## config.mk

```make
export PLATFORM = sky130hd
export DESIGN_NAME = sd_cic_decim
export DESIGN_NICKNAME = d
export VERILOG_FILES = /design/src/rtl/sd_cic_decim.sv
export SDC_FILE = /design/constraint.sdc
export NUM_CORES = 1
export LEC_CHECK = 0
export CAP_MARGIN = 0
export CORE_MARGIN = 5
export CORE_UTILIZATION = 45
export DETAILED_ROUTE_END_ITERATION = 8
export HOLD_SLACK_MARGIN = 0.1
export PLACE_DENSITY = 0.58
export SYNTH_ARGS = -nofsm -noshare
export SYNTH_HDL_FRONTEND = slang
export SYNTH_SLANG_ARGS = --single-unit
```

## constraint.sdc

```tcl
create_clock -name clk -period 12.22 [get_ports clk]
set_input_delay 2.444 -clock clk [delete_from_list [all_inputs] [get_ports clk]]
set_output_delay 2.444 -clock clk [all_outputs]
set_load 0.005 [all_outputs]
```

## src/rtl/sd_cic_decim.sv

```systemverilog
// sd_cic_decim: third-order CIC (sinc3) decimator.
// Turns the 1-bit sigma-delta bitstream (1 => +1, 0 => -1) back into signed PCM,
// one output sample per 2**LOG2_DECIM enabled input bits.
// Integrators and combs run in W = 3*LOG2_DECIM+2 bit two's complement; the
// integrators are allowed to wrap because the comb differences stay exact mod 2**W.
module sd_cic_decim #(
  parameter int LOG2_DECIM = 6,
  parameter int OUT_W      = 16
) (
  input  logic             clk,
  input  logic             rst_n,
  input  logic             bit_in,
  input  logic             bit_en,
  output logic [OUT_W-1:0] pcm_out,
  output logic             pcm_valid,
  output logic             pcm_sat
);

  // Internal arithmetic width and output scaling
  localparam int W     = 3*LOG2_DECIM + 2;
  localparam int SHIFT = 3*LOG2_DECIM + 1 - OUT_W;

  // Last phase of the decimation counter (D-1)
  localparam logic [LOG2_DECIM-1:0] DEC_LAST = {LOG2_DECIM{1'b1}};

  // Largest positive PCM code, in internal width for the compare and in output width
  localparam logic signed [W-1:0] POS_MAX_W = W'((1 << (OUT_W-1)) - 1);
  localparam logic [OUT_W-1:0]    POS_MAX_O = {1'b0, {(OUT_W-1){1'b1}}};

  // Number of strobes swallowed after reset while the comb delays fill
  localparam logic [1:0] WARM_DONE = 2'd3;

  // Map a stream bit to +1 / -1 in internal width
  function automatic logic [W-1:0] bit_to_step(input logic b);
    logic [W-1:0] v;
    if (b) begin
      v = {{(W-1){1'b0}}, 1'b1};
    end else begin
      v = {W{1'b1}};
    end
    return v;
  endfunction

  // Integrator chain
  logic [W-1:0] i1_r;
  logic [W-1:0] i2_r;
  logic [W-1:0] i3_r;

  // Comb delay registers (one decimated sample each)
  logic [W-1:0] d1_r;
  logic [W-1:0] d2_r;
  logic [W-1:0] d3_r;

  // Decimation phase and warm-up count
  logic [LOG2_DECIM-1:0] dec_cnt_r;
  logic [1:0]            warm_r;

  // Output registers
  logic [OUT_W-1:0] pcm_out_r;
  logic             pcm_valid_r;
  logic             pcm_sat_r;

  // Combinational datapath
  logic [W-1:0]          x_s;
  logic                  strobe_s;
  logic [W-1:0]          c1_s;
  logic [W-1:0]          c2_s;
  logic [W-1:0]          c3_s;
  logic signed [W-1:0]   y_s;
  logic                  over_s;
  logic [OUT_W-1:0]      pcm_next_s;

  // Input mapping and decimation strobe (last enabled bit of each frame)
  always_comb begin
    x_s      = bit_to_step(bit_in);
    strobe_s = 1'b0;
    if (bit_en && (dec_cnt_r == DEC_LAST)) begin
      strobe_s = 1'b1;
    end else begin
      strobe_s = 1'b0;
    end
  end

  // Comb section on the pre-edge integrator value, then scale down to PCM range
  always_comb begin
    c1_s = i3_r - d1_r;
    c2_s = c1_s - d2_r;
    c3_s = c2_s - d3_r;
    y_s  = $signed(c3_s) >>> SHIFT;
  end

  // Clip only the positive side: +full scale lands one code above +max
  always_comb begin
    over_s     = 1'b0;
    pcm_next_s = y_s[OUT_W-1:0];
    if (y_s > POS_MAX_W) begin
      over_s     = 1'b1;
      pcm_next_s = POS_MAX_O;
    end else begin
      over_s     = 1'b0;
      pcm_next_s = y_s[OUT_W-1:0];
    end
  end

  // Integrators advance only on enabled bits; each stage uses the old value of the previous one
  always_ff @(posedge clk or negedge rst_n) begin
    if (!rst_n) begin
      i1_r <= {W{1'b0}};
      i2_r <= {W{1'b0}};
      i3_r <= {W{1'b0}};
    end else if (bit_en) begin
      i1_r <= i1_r + x_s;
      i2_r <= i2_r + i1_r;
      i3_r <= i3_r + i2_r;
    end else begin
      i1_r <= i1_r;
      i2_r <= i2_r;
      i3_r <= i3_r;
    end
  end

  // Decimation counter: 0..D-1 over enabled bits, frozen during gaps
  always_ff @(posedge clk or negedge rst_n) begin
    if (!rst_n) begin
      dec_cnt_r <= {LOG2_DECIM{1'b0}};
    end else if (bit_en) begin
      if (dec_cnt_r == DEC_LAST) begin
        dec_cnt_r <= {LOG2_DECIM{1'b0}};
      end else begin
        dec_cnt_r <= dec_cnt_r + {{(LOG2_DECIM-1){1'b0}}, 1'b1};
      end
    end else begin
      dec_cnt_r <= dec_cnt_r;
    end
  end

  // Comb delays capture once per frame, including during warm-up
  always_ff @(posedge clk or negedge rst_n) begin
    if (!rst_n) begin
      d1_r <= {W{1'b0}};
      d2_r <= {W{1'b0}};
      d3_r <= {W{1'b0}};
    end else if (strobe_s) begin
      d1_r <= i3_r;
      d2_r <= c1_s;
      d3_r <= c2_s;
    end else begin
      d1_r <= d1_r;
      d2_r <= d2_r;
      d3_r <= d3_r;
    end
  end

  // Warm-up gate and output register: first three strobes are silent, later ones publish a sample
  always_ff @(posedge clk or negedge rst_n) begin
    if (!rst_n) begin
      warm_r      <= 2'd0;
      pcm_out_r   <= {OUT_W{1'b0}};
      pcm_sat_r   <= 1'b0;
      pcm_valid_r <= 1'b0;
    end else if (strobe_s) begin
      if (warm_r != WARM_DONE) begin
        warm_r      <= warm_r + 2'd1;
        pcm_out_r   <= pcm_out_r;
        pcm_sat_r   <= pcm_sat_r;
        pcm_valid_r <= 1'b0;
      end else begin
        warm_r      <= warm_r;
        pcm_out_r   <= pcm_next_s;
        pcm_sat_r   <= over_s;
        pcm_valid_r <= 1'b1;
      end
    end else begin
      warm_r      <= warm_r;
      pcm_out_r   <= pcm_out_r;
      pcm_sat_r   <= pcm_sat_r;
      pcm_valid_r <= 1'b0;
    end
  end

  assign pcm_out   = pcm_out_r;
  assign pcm_valid = pcm_valid_r;
  assign pcm_sat   = pcm_sat_r;

endmodule

```

==> summary.md, run 1 <==
| Metric | Value |
|---|---|
| H-tree depth | `4` |
| Total of max-cap violations | `0` |
| Post-Synthesis Cells | `1137` |
| Dpl ws | `5463 ps` |
| Total GRT Usage | `15.32%` |
| Final Cycle Share | `54.22%` |
| CTS root buffer | `clkbuf_16` |
| Rel. slew slack | `39.46%` |
| Area grow syn2layout | `10.79%` |
| Critical Path Sink Type | `register` |
| Number of synthesized flops with an enable pin | `0` |
| CTS tree | `done` |
| Cts repair resizes | `0` |
| Slowest stage delay, CP | `640 ps` |
| RSZ-0062 raised after global routing | `no` |
| Post-CTS setup buffer count | `0` |
| Critical Path RT | `12440 ps` |
| Die Ht | `162.9 µm` |
| Detailed-route DRC error count | `0` |
| Total iterations of the first detailed-routing run | `4` |
| Setup TNS | `0 ps` |
| Layout Skew | `8.614 ps` |
| Top_reg_cell synth | `dfrtp_1` |
| Arrival @ worst endpoint | `6850 ps` |
| WL/cell | `12.85 µm` |
| Crit path launch type | `register` |
| Fillers | `2201` |
| Starting Density | `45.21%` |
| DP Cell Count | `1457` |
| Dpl hpwl | `14370 µm` |
| Post-synth top area cell | `dfrtp_1` |
| Final Non-Filler Cells | `1489` |
| FF-to-FF setup slack | `5590 ps` |
| Post-layout min period | `6625 ps` |
| Worst slew pin tran | `908.0 ps` |
| Clock-pin slew on the worst setup and hold paths | `60 ps` |
| Layout cell share with drive strength beyond 1 | `10.09%` |
| Vias/cell | `5.203` |
| Min-delay worst type | `register to register` |
| FF+latch count, synth | `146` |
| CTS Buf Count | `17` |
| Final setup fails | `0` |
| PortBufs | `21` |
| Share of the synthesized area in the top cell type | `34.74%` |
| Largest net degree at the start of global routing | `76` |
| Setup WS post-layout | `5595 ps` |
| TritonCTS sink count | `146` |
| GP Congestion | `0.8448` |
| Area contributors post-synth | `dfrtp_1, ha_1, xnor2_1, mux2_2, o21ai_0` |
| Synth top cells by count | `dfrtp_1, nand2_1, ha_1, o21ai_0, inv_1` |
| Clock Latency Late Sink | `420 ps` |
| Initial antenna violation count | `0` |
| Worst-path maximum fanout | `16` |
| Final hold viol count | `0` |
| Ys async rst share | `100.0%` |
| Status | `finished, final reports clean` |
| Core Area | `23260 µm²` |
| Vias in the first global route | `7672` |
| First-pass GRT wire length | `34370 µm` |
| IO Count | `22` |
| Routed wire length | `19130 µm` |
| # diodes | `0` |
| Die area | `26530 µm²` |
| DR iter-0 viols | `354` |
| Standard-cell rows | `56` |
| Clk buf depth | `2` |
| Slowest stage cell, crit path | `o21ai_2` |
| Most frequent cell after synthesis | `dfrtp_1` |
| Synth warn | `0` |
| Die X | `162.9 µm` |
| GRT overflow | `0` |
| Final Max Tran Viols | `0` |
| Mapped Nets | `1260` |
| Nets@finish | `1280` |
| Peak Freq | `0.1509 GHz` |
| Cts hold-fix bufs | `0` |
| Routed Antenna Nets | `0` |
| Mapped cell area | `10520 µm²` |
| Seq/Total Area, Yosys | `34.74%` |
| Synth Area per Inst | `9.250 µm²` |
| WS Path Type | `register to register` |
| Netlist cell types | `66` |
| Via Count | `7748` |
## logic make-up after synthesis
kind of cell	Yosys count	share of synthesized area, %
AOI/OAI and AO/OA	322	19.77
and+or+nand+nor	284	12.49
DFF	146	34.74
adders and majority gates	119	14.51
buffers and inverters	108	3.926
xor gates and xnor gates	102	8.625
muxes	56	5.936
## path summary, 6_finish.rpt
path                                          end  cells past startpoint           startpoint
max                        pcm_out[8]$_DFFE_PN0P_                     29  i3_r[0]$_DFFE_PN0P_
min                           d3_r[0]$_DFFE_PN0P_                      2  d3_r[0]$_DFFE_PN0P_
max reg2reg                pcm_out[8]$_DFFE_PN0P_                     29  i3_r[0]$_DFFE_PN0P_
min reg2reg                   d3_r[0]$_DFFE_PN0P_                      2  d3_r[0]$_DFFE_PN0P_
max in group asynchronous    i2_r[15]$_DFFE_PN0P_                      2                rst_n
min in group asynchronous   warm_r[0]$_DFFE_PN0P_                      1                rst_n
## metal layers
layer	global-route usage [%]	vias to the layer above	share of wire, %	wire, µm
met3	2.101	23	2.0	374
li1	-	4061	-	-
met4	4.918	0	1.6	300
met1	19.07	3587	49	9282
met5	0	-	0	0
met2	27.43	77	48	9175
## layout by cell type (no fill, tap or decap), drive strengths merged, types with 23 or more instances in the layout
cell type	n
a21oi	82
ha	114
nor2	56
xnor2	68
nand2	130
dfrtp	146
o21ai	107
mux2	51
a21o	38
inv	83
clkbuf	23
xor2	33
## flip-flops by register name (all words and copies together) (netlist names)
signal     count
d1_r          20
d2_r          20
d3_r          20
dec_cnt_r      6
i1_r          20
i2_r          20
i3_r          20
pcm_out       16
pcm_sat        1
pcm_valid      1
warm_r         2
## metrics by stage
stage / hold WS, ps / utilization, % / instance area [µm²]
2_1_floorplan: 442.4 / - / 10520
3_3_place_gp: 457.7 / 47.55 / 11060
3_5_place_dp: 466.7 / 47.55 / 11060
4_1_cts: 480.1 / 50.09 / 11650
5_1_grt: 493.0 / 50.09 / 11650
6_report: 473.8 / 50.09 / 11650
## worst max-delay path, delay by kind of cell (launching register included)
kind	cells	cell delay, ps
flip-flops	1	340
AND/OR/NAND/NOR	3	290
XOR/XNOR	2	370
adder cells (fa/ha/maj)	4	1380
buffers and inverters	1	70
AO/OA/AOI/OAI	18	3870
multiplexers	1	120
## layout make-up
type	instances	area [µm²]	share of cell area, %
Tap cell	319	399.1	3.425
Inverter	83	311.5	2.674
Clock buffer	23	488.0	4.188
Sequential cell	146	3654	31.35
Multi-Input combinational cell	883	6452	55.37
Clock inverter	9	103.9	0.8912
Timing Repair Buffer	26	244.0	2.094
Power of run 1 is left out: the tool's default activity adds up to more than one toggle a clock period on the data nets, which glitch-free logic cannot reach.
==> run 2, diff against run 1 <==
--- a/config.mk
+++ b/config.mk
@@ -10,7 +10,7 @@
 export CORE_UTILIZATION = 45
 export DETAILED_ROUTE_END_ITERATION = 8
 export HOLD_SLACK_MARGIN = 0.1
-export PLACE_DENSITY = 0.58
+export PLACE_DENSITY = 0.6
 export SYNTH_ARGS = -nofsm -noshare
 export SYNTH_HDL_FRONTEND = slang
 export SYNTH_SLANG_ARGS = --single-unit
==> constraint.sdc (replaced) <==
create_clock -name clk -period 5.4 [get_ports clk]
set_input_delay 1.08 -clock clk [delete_from_list [all_inputs] [get_ports clk]]
set_output_delay 1.08 -clock clk [all_outputs]
set_load 0.005 [all_outputs]
==> run 2 against run 1 <==
The flow now finishes with violations (setup timing). Fmax increased by 17%. First-iteration DRC count decreased by 33%. Clock skew increased by 1.7 ps. Final cell count increased by 6.5%. Count of clock-buffer cells in the layout decreased by 2. Highest routed layer unchanged.
==> summary.md, run 2 (synthesized netlist as in run 1, its figures left out) <==
| Metric | Value |
|---|---|
| Status | `finished, violations left` |
| Failing checks | `setup timing` |
| Final Max Tran Viols | `0` |
| Standard-cell rows | `56` |
| RSZ-0062 raised after global routing | `yes` |
| Commonest cells after routing, fill and taps aside | `dfrtp_1, nand2_1, ha_1` |
| Post-layout min period | `5647 ps` |
| Setup WS post-layout | `-247.3 ps` |
| Total GRT Usage | `16.41%` |
| CTS Buf Count | `17` |
| Critical Path RT | `5710 ps` |
| Fillers | `2148` |
| CP delay by family, top | `compound AO/OA/AOI/OAI gates` |
| Arrival @ worst endpoint | `5960 ps` |
| Placed inst area | `11580 µm²` |
| Final setup fails | `17` |
| Die Ht | `162.9 µm` |
| Dpl hpwl | `14990 µm` |
| Die area | `26530 µm²` |
| Largest net degree at the start of global routing | `90` |
| Peak Freq | `0.1771 GHz` |
| Vias in the first global route | `8166` |
| Via Count | `8102` |
| Worst slew pin tran | `884.4 ps` |
| H-tree depth | `4` |
| CTS tree | `done` |
| Final Util | `54.32%` |
| Total of max-cap violations | `0` |
| # diodes | `0` |
| Min Hold Slack | `477.1 ps` |
| IO Count | `22` |
| CTS root buffer | `clkbuf_16` |
| Min-delay worst type | `register to register` |
| Starting Density | `45.21%` |
| Final Cycle Share | `104.6%` |
| Slowest stage cell, crit path | `dfrtp_1` |
| Finished Cell Area | `12640 µm²` |
| Final hold viol count | `0` |
| Die X | `162.9 µm` |
| Crit path launch type | `register` |
| WS Path Type | `register to register` |
| Layout Skew | `10.33 ps` |
| GRT overflow | `0` |
| Crit path buffers/inverters | `1` |
| Clock Latency Late Sink | `420 ps` |
| Layout cell share with drive strength beyond 1 | `19.49%` |
| Initial antenna violation count | `0` |
| DR iter-0 viols | `236` |
| Core Area | `23260 µm²` |
| First-pass GRT wire length | `36580 µm` |
| Rel. slew slack | `41.04%` |
| Clk buf depth | `2` |
| Worst-path maximum fanout | `4` |
| PortBufs | `21` |
| Clock-pin slew on the worst setup and hold paths | `60 ps` |
| Area grow syn2layout | `20.14%` |
| FF-to-FF setup slack | `-250 ps` |
| Routed wire length | `20650 µm` |
| Commonest non-fill, non-tap cell in the layout | `dfrtp_1` |
| TritonCTS sink count | `146` |
| Cts hold-fix bufs | `0` |
| GP Congestion | `0.8016` |
| Routed Antenna Nets | `0` |
| Detailed-route DRC error count | `0` |
| Vias/cell | `5.108` |
| Nets@finish | `1378` |
| Total iterations of the first detailed-routing run | `6` |
| Slowest stage delay, CP | `410 ps` |
| Critical Path Sink Type | `register` |
| WL/cell | `13.02 µm` |
[run 2: final timing paths]
kind	from	to	cells after the start
max	d1_r[0]$_DFFE_PN0P_	pcm_out[15]$_DFFE_PN0P_	29
min	d3_r[0]$_DFFE_PN0P_	d3_r[0]$_DFFE_PN0P_	2
max reg2reg	d1_r[0]$_DFFE_PN0P_	pcm_out[15]$_DFFE_PN0P_	29
min reg2reg	d3_r[0]$_DFFE_PN0P_	d3_r[0]$_DFFE_PN0P_	2
max in group asynchronous	rst_n	i1_r[8]$_DFFE_PN0P_	2
min in group asynchronous	rst_n	pcm_out[0]$_DFFE_PN0P_	1
[run 2: worst min-delay path: stages (launching register included)]
cell	delay, ps
dfrtp_1	340
nand2_1	40
o21ai_0	60
[run 2: metrics by stage]
| step | std cells | TNS [ps] | setup WS, ps |
|---|---|---|---|
| 4_1_cts | 1583 | -4361 | -281.5 |
| 6_report | 1586 | -2772 | -247.3 |
| 2_1_floorplan | 1137 | 0 | 2.923 |
| 5_1_grt | 1586 | -8366 | -563.0 |
| 3_5_place_dp | 1525 | -6532 | -423.0 |
| 3_3_place_gp | 1525 | -4039 | -276.6 |
[run 2: what timing repair did]
item	CTS	global route
cloned	0	0
pin swaps	32	24
setup buffers	27	3
setup endpoints to repair	17	18
resized for setup	31	24
endpoints found under the hold margin	0	0
[run 2: routing by layer]
layer	GRT usage (%)	vias up	wire length (µm)
li1	-	4257	-
met1	20.15	3748	9557
met2	29.51	69	10280
met3	2.404	28	377
met4	5.452	0	430
met5	0	-	0
[run 2: final cells by class]
class                           count  area, µm²  share of cell area [%]
Multi-Input combinational cell    883       6650                   52.63
Sequential cell                   146       3654                   28.91
Timing Repair Buffer              124       1036                   8.199
Clock buffer                       21      450.4                   3.565
Tap cell                          319      399.1                   3.159
Inverter                           83      311.5                   2.466
Clock inverter                     10      135.1                   1.069
Power of run 2 is left out for the same reason.
